### src/rtl/hit_damage_ctrl_if.sv
`default_nettype none
// ============================================================================
//  hit_damage_ctrl_if
//  Raster/sprite inputs and health outputs of the hit/damage controller.
//  Revision: 1.0
// ============================================================================
interface hit_damage_ctrl_if;
   logic [10:0] hcount_in;
   logic [9:0]  vcount_in;
   logic [11:0] player_pixel_in;
   logic [11:0] hazard_pixel_in;
   logic        damage_out;
   logic [1:0]  health_out;
   logic        invuln_out;
   logic        blink_out;
   logic        game_over_out;

   modport master (
      output hcount_in, vcount_in, player_pixel_in, hazard_pixel_in,
      input  damage_out, health_out, invuln_out, blink_out, game_over_out
   );

   modport slave (
      input  hcount_in, vcount_in, player_pixel_in, hazard_pixel_in,
      output damage_out, health_out, invuln_out, blink_out, game_over_out
   );
endinterface
`default_nettype wire

### src/rtl/hit_damage_ctrl.sv
`default_nettype none
// ============================================================================
//  hit_damage_ctrl
//  Per-frame player/hazard collision to damage pulse, health and i-frames.
//  Revision: 1.0
// ============================================================================
module hit_damage_ctrl #(
   parameter int ACTIVE_H     = 1280,
   parameter int ACTIVE_V     = 720,
   parameter int FRAME_LINE   = 720,
   parameter int MAX_HEALTH   = 3,
   parameter int IFRAMES      = 90,
   parameter int PULSE_CYCLES = 4,
   parameter int BLINK_BIT    = 3
) (
   input  wire logic         clk,
   input  wire logic         rst,
   hit_damage_ctrl_if.slave  bus
);

   localparam logic [10:0] C_ACTIVE_H   = 11'(ACTIVE_H);
   localparam logic [9:0]  C_ACTIVE_V   = 10'(ACTIVE_V);
   localparam logic [9:0]  C_FRAME_LINE = 10'(FRAME_LINE);
   localparam logic [1:0]  C_MAX_HEALTH = 2'(MAX_HEALTH);
   localparam logic [6:0]  C_IFRAMES    = 7'(IFRAMES);
   localparam logic [3:0]  C_PULSE_LOAD = 4'(PULSE_CYCLES - 1);

   typedef enum logic [1:0] {
      ST_ALIVE  = 2'd0,
      ST_INVULN = 2'd1,
      ST_DEAD   = 2'd2
   } state_t;

   state_t      state_q, state_d;
   logic [1:0]  health_q, health_d;
   logic [6:0]  inv_cnt_q, inv_cnt_d;
   logic [3:0]  pulse_cnt_q, pulse_cnt_d;
   logic        hit_q, hit_d;
   logic        tick_cond_q;
   logic        damage_q, damage_d;
   logic        invuln_q, blink_q, game_over_q;

   logic        w_overlap;
   logic        w_tick_cond;
   logic        w_tick;
   logic        w_pulse_start;

   assign w_overlap = (bus.hcount_in < C_ACTIVE_H) && (bus.vcount_in < C_ACTIVE_V) &&
                      (bus.player_pixel_in != 12'd0) && (bus.hazard_pixel_in != 12'd0);

   // Rising edge of the tick position, so a stalled raster yields a single tick.
   assign w_tick_cond = (bus.hcount_in == 11'd0) && (bus.vcount_in == C_FRAME_LINE);
   assign w_tick      = w_tick_cond && !tick_cond_q;

   // Clear wins over set: the latch restarts empty for the coming frame.
   assign hit_d = w_tick ? 1'b0 : (hit_q | w_overlap);

   always_comb begin
      state_d       = state_q;
      health_d      = health_q;
      inv_cnt_d     = inv_cnt_q;
      w_pulse_start = 1'b0;
      if (w_tick) begin
         case (state_q)
            ST_ALIVE: begin
               if (hit_q) begin
                  w_pulse_start = 1'b1;
                  if (health_q > 2'd1) begin
                     health_d  = health_q - 2'd1;
                     inv_cnt_d = C_IFRAMES;
                     state_d   = ST_INVULN;
                  end else begin
                     health_d  = 2'd0;
                     state_d   = ST_DEAD;
                  end
               end
            end
            ST_INVULN: begin
               inv_cnt_d = inv_cnt_q - 7'd1;
               if (inv_cnt_q == 7'd1) begin
                  state_d = ST_ALIVE;
               end
            end
            default: begin
            end
         endcase
      end
   end

   always_comb begin
      pulse_cnt_d = 4'd0;
      damage_d    = 1'b0;
      if (w_pulse_start) begin
         pulse_cnt_d = C_PULSE_LOAD;
         damage_d    = 1'b1;
      end else if (pulse_cnt_q != 4'd0) begin
         pulse_cnt_d = pulse_cnt_q - 4'd1;
         damage_d    = 1'b1;
      end
   end

   always_ff @(posedge clk) begin
      if (rst) begin
         state_q     <= ST_ALIVE;
         health_q    <= C_MAX_HEALTH;
         inv_cnt_q   <= 7'd0;
         pulse_cnt_q <= 4'd0;
         hit_q       <= 1'b0;
         tick_cond_q <= 1'b0;
         damage_q    <= 1'b0;
         invuln_q    <= 1'b0;
         blink_q     <= 1'b0;
         game_over_q <= 1'b0;
      end else begin
         state_q     <= state_d;
         health_q    <= health_d;
         inv_cnt_q   <= inv_cnt_d;
         pulse_cnt_q <= pulse_cnt_d;
         hit_q       <= hit_d;
         tick_cond_q <= w_tick_cond;
         damage_q    <= damage_d;
         invuln_q    <= (state_d == ST_INVULN);
         blink_q     <= (state_d == ST_INVULN) && inv_cnt_d[BLINK_BIT];
         game_over_q <= (state_d == ST_DEAD);
      end
   end

   assign bus.damage_out    = damage_q;
   assign bus.health_out    = health_q;
   assign bus.invuln_out    = invuln_q;
   assign bus.blink_out     = blink_q;
   assign bus.game_over_out = game_over_q;

endmodule
`default_nettype wire

### src/flat_wrapper.sv
// flat-port wrapper written by rule: the top's interface ports become plain ports
module hit_damage_ctrl_flat 
#(
   parameter int ACTIVE_H     = 1280,
   parameter int ACTIVE_V     = 720,
   parameter int FRAME_LINE   = 720,
   parameter int MAX_HEALTH   = 3,
   parameter int IFRAMES      = 90,
   parameter int PULSE_CYCLES = 4,
   parameter int BLINK_BIT    = 3
)
  (clk, rst, bus_hcount_in, bus_vcount_in, bus_player_pixel_in, bus_hazard_pixel_in, bus_damage_out, bus_health_out, bus_invuln_out, bus_blink_out, bus_game_over_out);
  hit_damage_ctrl_if bus_i ();
  input  wire logic clk;
  input  wire logic rst;
  input wire logic [$bits(bus_i.hcount_in)-1:0] bus_hcount_in;
  input wire logic [$bits(bus_i.vcount_in)-1:0] bus_vcount_in;
  input wire logic [$bits(bus_i.player_pixel_in)-1:0] bus_player_pixel_in;
  input wire logic [$bits(bus_i.hazard_pixel_in)-1:0] bus_hazard_pixel_in;
  output wire logic [$bits(bus_i.damage_out)-1:0] bus_damage_out;
  output wire logic [$bits(bus_i.health_out)-1:0] bus_health_out;
  output wire logic [$bits(bus_i.invuln_out)-1:0] bus_invuln_out;
  output wire logic [$bits(bus_i.blink_out)-1:0] bus_blink_out;
  output wire logic [$bits(bus_i.game_over_out)-1:0] bus_game_over_out;
  assign bus_i.hcount_in = bus_hcount_in;
  assign bus_i.vcount_in = bus_vcount_in;
  assign bus_i.player_pixel_in = bus_player_pixel_in;
  assign bus_i.hazard_pixel_in = bus_hazard_pixel_in;
  assign bus_damage_out = bus_i.damage_out;
  assign bus_health_out = bus_i.health_out;
  assign bus_invuln_out = bus_i.invuln_out;
  assign bus_blink_out = bus_i.blink_out;
  assign bus_game_over_out = bus_i.game_over_out;
  hit_damage_ctrl #(.ACTIVE_H(ACTIVE_H), .ACTIVE_V(ACTIVE_V), .FRAME_LINE(FRAME_LINE), .MAX_HEALTH(MAX_HEALTH), .IFRAMES(IFRAMES), .PULSE_CYCLES(PULSE_CYCLES), .BLINK_BIT(BLINK_BIT)) u_core (.clk(clk), .rst(rst), .bus(bus_i));
endmodule
### config.mk
export PLATFORM = sky130hd
export DESIGN_NAME = hit_damage_ctrl_flat
export DESIGN_NICKNAME = d
export VERILOG_FILES = /design/src/rtl/hit_damage_ctrl_if.sv /design/src/rtl/hit_damage_ctrl.sv /design/src/flat_wrapper.sv
export SDC_FILE = /design/constraint.sdc
export NUM_CORES = 1
export LEC_CHECK = 0
export BUFFER_PORTS_ARGS = -buffer_cell sky130_fd_sc_hd__buf_2
export CAP_MARGIN = 10
export CORE_UTILIZATION = 45
export DETAILED_ROUTE_END_ITERATION = 7
export MAX_ROUTING_LAYER = met4
export PLACE_DENSITY = 0.77
export REMOVE_ABC_BUFFERS = 1
export SYNTH_ARGS = -nofsm -noshare
export SYNTH_HDL_FRONTEND = slang
export SYNTH_SLANG_ARGS = --single-unit
export TNS_END_PERCENT = 10
### constraint.sdc
create_clock -name clk -period 2.4 [get_ports clk]
set_clock_uncertainty 0.05 [all_clocks]
set_input_delay 0.24 -clock clk [delete_from_list [all_inputs] [get_ports clk]]
set_output_delay 0.24 -clock clk [all_outputs]
set_load 0.02 [all_outputs]
==> results of run 1 <==
[synth_stat cells, drive strengths merged (2+ instances only)]
master,instances
a221oi,2
nor2,13
and2,3
nand4b,2
nand2,9
o21ai,6
inv,6
and3,5
nor4,10
nand4,2
nor3,9
or4,4
nand2b,2
dfxtp,21
ha,2
nand3,4
a21oi,6
clkbuf,2
or3,2
a31oi,3
a211oi,2
[path summary, 6_finish.rpt]
check,cells past startpoint,to,slack [ps],start
worst max-delay path,6,u_core.bus.health_out[0]$_SDFFE_PP1P_,430,bus_hcount_in[0]
worst min-delay path,2,u_core.state_q[0]$_SDFF_PP0_,250,rst
worst max register to register,5,u_core.inv_cnt_q[5]$_SDFFE_PP0P_,720,u_core.tick_cond_q$_SDFF_PP0_
worst min register to register,2,u_core.pulse_cnt_q[3]$_SDFF_PP0_,450,u_core.pulse_cnt_q[3]$_SDFF_PP0_
[metrics by stage]
stage               instance area [µm²]  hold WS [ps]  util, %  setup slack (ps)
floorplan                          1089         256.2        -             242.3
global placement                   1399         416.2    62.04             124.1
detailed placement                 1399         433.1    62.04             93.26
CTS                                1425         243.9    63.21             430.1
global route                       1425         259.5    63.21             355.7
finish                             1425         247.1    63.21             426.2
[cells in the final DEF, fill, tap and decap left out, drive strengths merged, types with 2 or more instances in the layout]
| cell | count |
|---|---|
| nand4b | 2 |
| and3 | 5 |
| a21oi | 6 |
| or4 | 4 |
| or3 | 2 |
| clkbuf | 4 |
| nand3 | 4 |
| a211oi | 2 |
| dfxtp | 21 |
| ha | 2 |
| a221oi | 2 |
| inv | 6 |
| a31oi | 3 |
| nand2b | 2 |
| nand4 | 2 |
| nand2 | 9 |
| nor2 | 13 |
| nor3 | 9 |
| and2 | 3 |
| o21ai | 6 |
| buf | 54 |
| nor4 | 10 |
[sequential cells by signal, summed over array words and instances, names as in the netlist, 2 cells and up]
name / flops
u_core.inv_cnt_q: 7
u_core.state_q: 2
u_core.pulse_cnt_q: 4
u_core.bus.health_out: 2
[final cells by class]
cell class	instances	area share, %
clock buffers	4	1.844
repair buffers	54	19.32
inverters	6	1.580
flip-flops and latches	21	29.50
multi-input cells	97	45.30
well taps	28	2.458
[kinds of logic (layout without fill, tap and decap cells)]
group	Yosys count	count (layout)	synth area share (%)
AO/OA/AOI/OAI	25	25	16.10
XOR/XNOR	1	1	0.7992
adder cells (fa/ha/maj)	2	2	2.283
buffers and inverters	8	64	2.740
flip-flops	21	21	38.36
AND/OR/NAND/NOR	69	69	39.73
[power breakdown]
part / leakage, nW / internal (mW) / switching [mW] / total, mW
clock: 0.0150 / 0.0648 / 0.102 / 0.167
sequential: 0.169 / 0.350 / 0.00148 / 0.351
combinational: 0.455 / 0.0348 / 0.0275 / 0.0622
[metal layers]
layer  vias to the layer above  GRT usage (%)  part of all wire, %
met2                        47          42.98                   51
met4                         0          10.36                  2.0
li1                        591              -                    -
met3                         6          4.167                  6.4
met5                         -              -                    0
met1                       515          24.00                   41
==> metrics.yaml, run 1 <==
power:
  power.density_nw_per_um2: 407.4
  ir_drop_mv: 0.2476
  cellLeakagePower_nw: 0.6397
  p_total_uw: 580.6
worst_setup_path:
  cp_cell_sequence: "buf_2 > or4_4 > or4_4 > or3_4 > a21oi_1 > o21ai_1"
  cp_max_fo: 4
  path_delay_family: "simple AND/OR/NAND/NOR gates"
  worstPathArrival_ps: 2120
  cp-end-kind: "flop"
  required_ps: 2550
  crit_type: "in -> reg"
  path_buf_inv: 1
  slowest_stage: "or4_4"
  max_stage_delay_ps: 600
  cp-start-kind: "input port"
  critPathMostFrequentCell: "or4_4"
synthesis:
  synth_cell_types: 41
  syn_inst: 126
  synthFlopType: "dfxtp_1"
  synthArstFlopShare_pct: 0
  synth_top_area_share_pct: 38.36
  yosys_warnings: 0
  synth_top_area_cell: "dfxtp_1"
  netlist_top_cells_area: "dfxtp_1 (38%), nor4_1 (5.1%), nor2_1 (4.5%)"
  synth_seq_cells: 21
  avgSynthCellArea_um2: 8.699
  seq_area_frac_synth_pct: 38.36
  synth_area_um2: 1096
  synth_edf_count: 0
cells_and_area:
  final_cells: 210
  area_growth_pct: 30.02
  drive_gt1_share_pct: 38.46
  multi_input_area_um2: 645.6
  diodes: 0
  register_area_um2: 420.4
  fillers: 214
  nNetsFinal: 232
clock_tree:
  htreeDepth: 1
  hold_buffers: 0
  tritoncts: "yes"
  numCtsBuffers: 3
  clk_pin_slew_ps: 110
  clk_latency_ps: 300
  post_cts_resized: 0
  cts_buffer_depth: 2
  cts.sinks: 21
  cts-root-buf: "clkbuf_4"
  post-cts-setup-buffers: 0
grt:
  grt_first_pass_wirelength_um: 4436
  overflow: 0
  grtUsageTotal_pct: 23.34
  grt_pass1_vias: 1107
  antenna_found_initial: 0
  grt_max_degree: 19
floorplanning:
  io_pins: 53
  die_area_um2: 2637
  core_area_um2: 2255
  start_util_pct: 48.61
  die_y_um: 51.35
  num_rows: 17
  dieWidth_um: 51.35
sta:
  slew_headroom_pct: 70.83
  tightestPinTransition_ps: 433.5
  hold_viol: 0
  setup_viol: 0
  fmax_ghz: 0.5066
  final_max_slew_viol_count: 0
  setup-tns-final_ps: 0
  period_share_pct: 82.24
  period_needed_ps: 1974
  rsz0062_at_grt: "false"
run_status:
  status: "complete, no violations"
detailed_routing:
  routed_via_density: 5.519
  routedWlPerCell_um: 12.37
  drt-total-wl_um: 2597
  via_count: 1159
  drtIter0Drc: 28
  drc: 0
  drt.antenna.violating_nets: 0
  firstDrtPassIters: 4
placed_design:
  portBuffers: 52
  dpl.hpwl_um: 2124
  placedCellCount: 206
  place_congestion: 0.8862
hold_path:
  hp-class: "in -> reg"
flow_run:
  cap_violations: 0
Power figures use the tool's default switching activity.
==> inputs of run 2 (changes only) <==
--- a/config.mk
+++ b/config.mk
@@ -7,10 +7,10 @@
 export LEC_CHECK = 0
 export BUFFER_PORTS_ARGS = -buffer_cell sky130_fd_sc_hd__buf_2
 export CAP_MARGIN = 10
-export CORE_UTILIZATION = 45
+export CORE_UTILIZATION = 41
 export DETAILED_ROUTE_END_ITERATION = 7
 export MAX_ROUTING_LAYER = met4
-export PLACE_DENSITY = 0.77
+export PLACE_DENSITY = 0.74
 export REMOVE_ABC_BUFFERS = 1
 export SYNTH_ARGS = -nofsm -noshare
 export SYNTH_HDL_FRONTEND = slang
==> constraint.sdc (replaced) <==
create_clock -name clk -period 1.7 [get_ports clk]
set_clock_uncertainty 0.05 [all_clocks]
set_input_delay 0.17 -clock clk [delete_from_list [all_inputs] [get_ports clk]]
set_output_delay 0.17 -clock clk [all_outputs]
set_load 0.02 [all_outputs]
==> run 2 against run 1 <==
Effect of this change:
- the run now ends with setup timing left
- first-iteration DRC count shrank 3.6%
- setup slack lost 540 ps
- utilization shrank 0.85 points
- largest power group unchanged
==> metrics.yaml, run 2 (synthesized netlist as in run 1, its figures left out) <==
run_status:
  status: "complete, but fails checks"
  failed_checks: "setup timing"
floorplanning:
  num_rows: 18
  io_pins: 53
  dieWidth_um: 53.71
  core_area_um2: 2500
  die_area_um2: 2884
  start_util_pct: 43.84
  die_y_um: 53.71
detailed_routing:
  drt-total-wl_um: 3000
  routedWlPerCell_um: 13.33
  via_count: 1249
  firstDrtPassIters: 4
  routed_via_density: 5.551
  drtIter0Drc: 27
  drc: 0
  drt.antenna.violating_nets: 0
clock_tree:
  numCtsBuffers: 3
  cts-root-buf: "clkbuf_4"
  cts_buffer_depth: 2
  htreeDepth: 1
  clk_pin_slew_ps: 110
  cts.sinks: 21
  tritoncts: "yes"
  clk_latency_ps: 320
power:
  power.density_nw_per_um2: 539.6
  p_total_uw: 841.2
  cellLeakagePower_nw: 0.7245
  ir_drop_mv: 0.5267
cells_and_area:
  diodes: 0
  nNetsFinal: 245
  area_growth_pct: 42.24
  layout_common_cells: "buf_2 (51), dfxtp_1 (21), nor2_1 (13), buf_4 (13)"
  final_common_cell: "buf_2"
  largest_reg_flops: 7
  reg_top3: "u_core.inv_cnt_q: 7 flops, u_core.pulse_cnt_q: 4 flops"
  drive_gt1_share_pct: 44.10
  fillers: 230
  fin_area_um2: 1559
  top_register: "u_core.inv_cnt_q"
sta:
  whs_ps: 190.3
  slew_headroom_pct: 73.29
  rsz0062_at_grt: "true"
  hold_viol: 0
  final_max_slew_viol_count: 0
  period_share_pct: 106.7
  period_needed_ps: 1813
  fmax_ghz: 0.5514
  setup_viol: 15
  tightestPinTransition_ps: 399.7
  fin_ws_ps: -113.5
grt:
  overflow: 0
  grt_pass1_vias: 1206
  grtUsageTotal_pct: 24.21
  grt_util_met1_pct: 23.81
  grt.busiest_layer: "met2"
  use_met2_pct: 44.44
  met3_usage_pct: 2.825
  antenna_found_initial: 0
  grt_max_degree: 19
  grt_first_pass_wirelength_um: 4781
worst_setup_path:
  cp-start-kind: "input port"
  reg2reg_to: "u_core.bus.game_over_out$_SDFF_PP0_"
  worst_r2r_path_depth: 5
  crit_type: "in -> reg"
  required_ps: 1860
  r2r_slack_ps: 100
  cp-end-kind: "flop"
  cp_max_fo: 4
  regToRegStartpoint: "u_core.tick_cond_q$_SDFF_PP0_"
  worstPathArrival_ps: 1980
hold_path:
  holdPathEnd: "u_core.pulse_cnt_q[0]$_SDFF_PP0_"
  hp-class: "in -> reg"
  hold_depth: 2
  min_from: "rst"
flow_run:
  cap_violations: 0
placed_design:
  place_congestion: 0.8688
  dpl.hpwl_um: 2352
  place_area_um2: 1484
  portBuffers: 52
==> run 2: cell types whose count changed in the layout (fill, tap and decap cells not counted), sizes merged <==
cell    delta
buf       +13
clkbuf     -1
clkinv     +1
==> run 2: timing repair <==
item	CTS	global route
pin swaps	13	2
resized for setup	7	0
buffers inserted	2	0
hold buffers	0	0
setup endpoints to repair	18	17
==> run 2: layout make-up <==
class	count	area [µm²]	area share, %
multi-input cells	97	664.4	42.62
flip-flops and latches	21	420.4	26.97
repair buffers	67	386.6	24.80
well taps	30	37.54	2.408
clock buffers	3	22.52	1.445
inverters	6	22.52	1.445
clock inverters	1	5.005	0.3210
==> run 2: how the worst max path moves through the flow <==
| stage | startpoint | end |
|---|---|---|
| after floorplan | bus_hcount_in[0] | u_core.bus.health_out[0]$_SDFFE_PP1P_ |
| after global placement | bus_hcount_in[0] | u_core.bus.health_out[0]$_SDFFE_PP1P_ |
| after detailed placement | bus_hcount_in[0] | u_core.bus.health_out[0]$_SDFFE_PP1P_ |
| after CTS | bus_hcount_in[6] | u_core.bus.health_out[0]$_SDFFE_PP1P_ |
| after global routing | bus_hcount_in[6] | u_core.bus.health_out[0]$_SDFFE_PP1P_ |
| final | bus_hcount_in[6] | u_core.bus.health_out[0]$_SDFFE_PP1P_ |
==> run 2: worst max-delay path, stage by stage <==
cell and delay, ps:
buf_6 90, or4_4 550, or4_4 580, or3_4 380, a21oi_2 130, o21ai_1 70
==> run 2: per-layer routing <==
layer,share of wire (%),routed length (µm)
met4,3.8,114
met3,6.4,192
met1,39,1167
met5,0,0
met2,51,1526
==> run 2: power breakdown <==
part | internal [mW] | switching, mW | leakage, nW
clock | 0.0881 | 0.159 | 0.0177
sequential | 0.494 | 0.00242 | 0.169
combinational | 0.0552 | 0.0428 | 0.537
==> run 2: stage by stage <==
step                      setup WS [ps]  TNS [ps]  util, %  std cells
after global routing             -146.5     -1035    62.36        225
after global placement           -511.1     -7068    59.36        219
after detailed placement         -537.4     -7784    59.36        219
final                            -113.5    -540.0    62.36        225
after CTS                        -86.92    -486.1    62.36        225
after floorplan                  -387.7     -3799        -        124
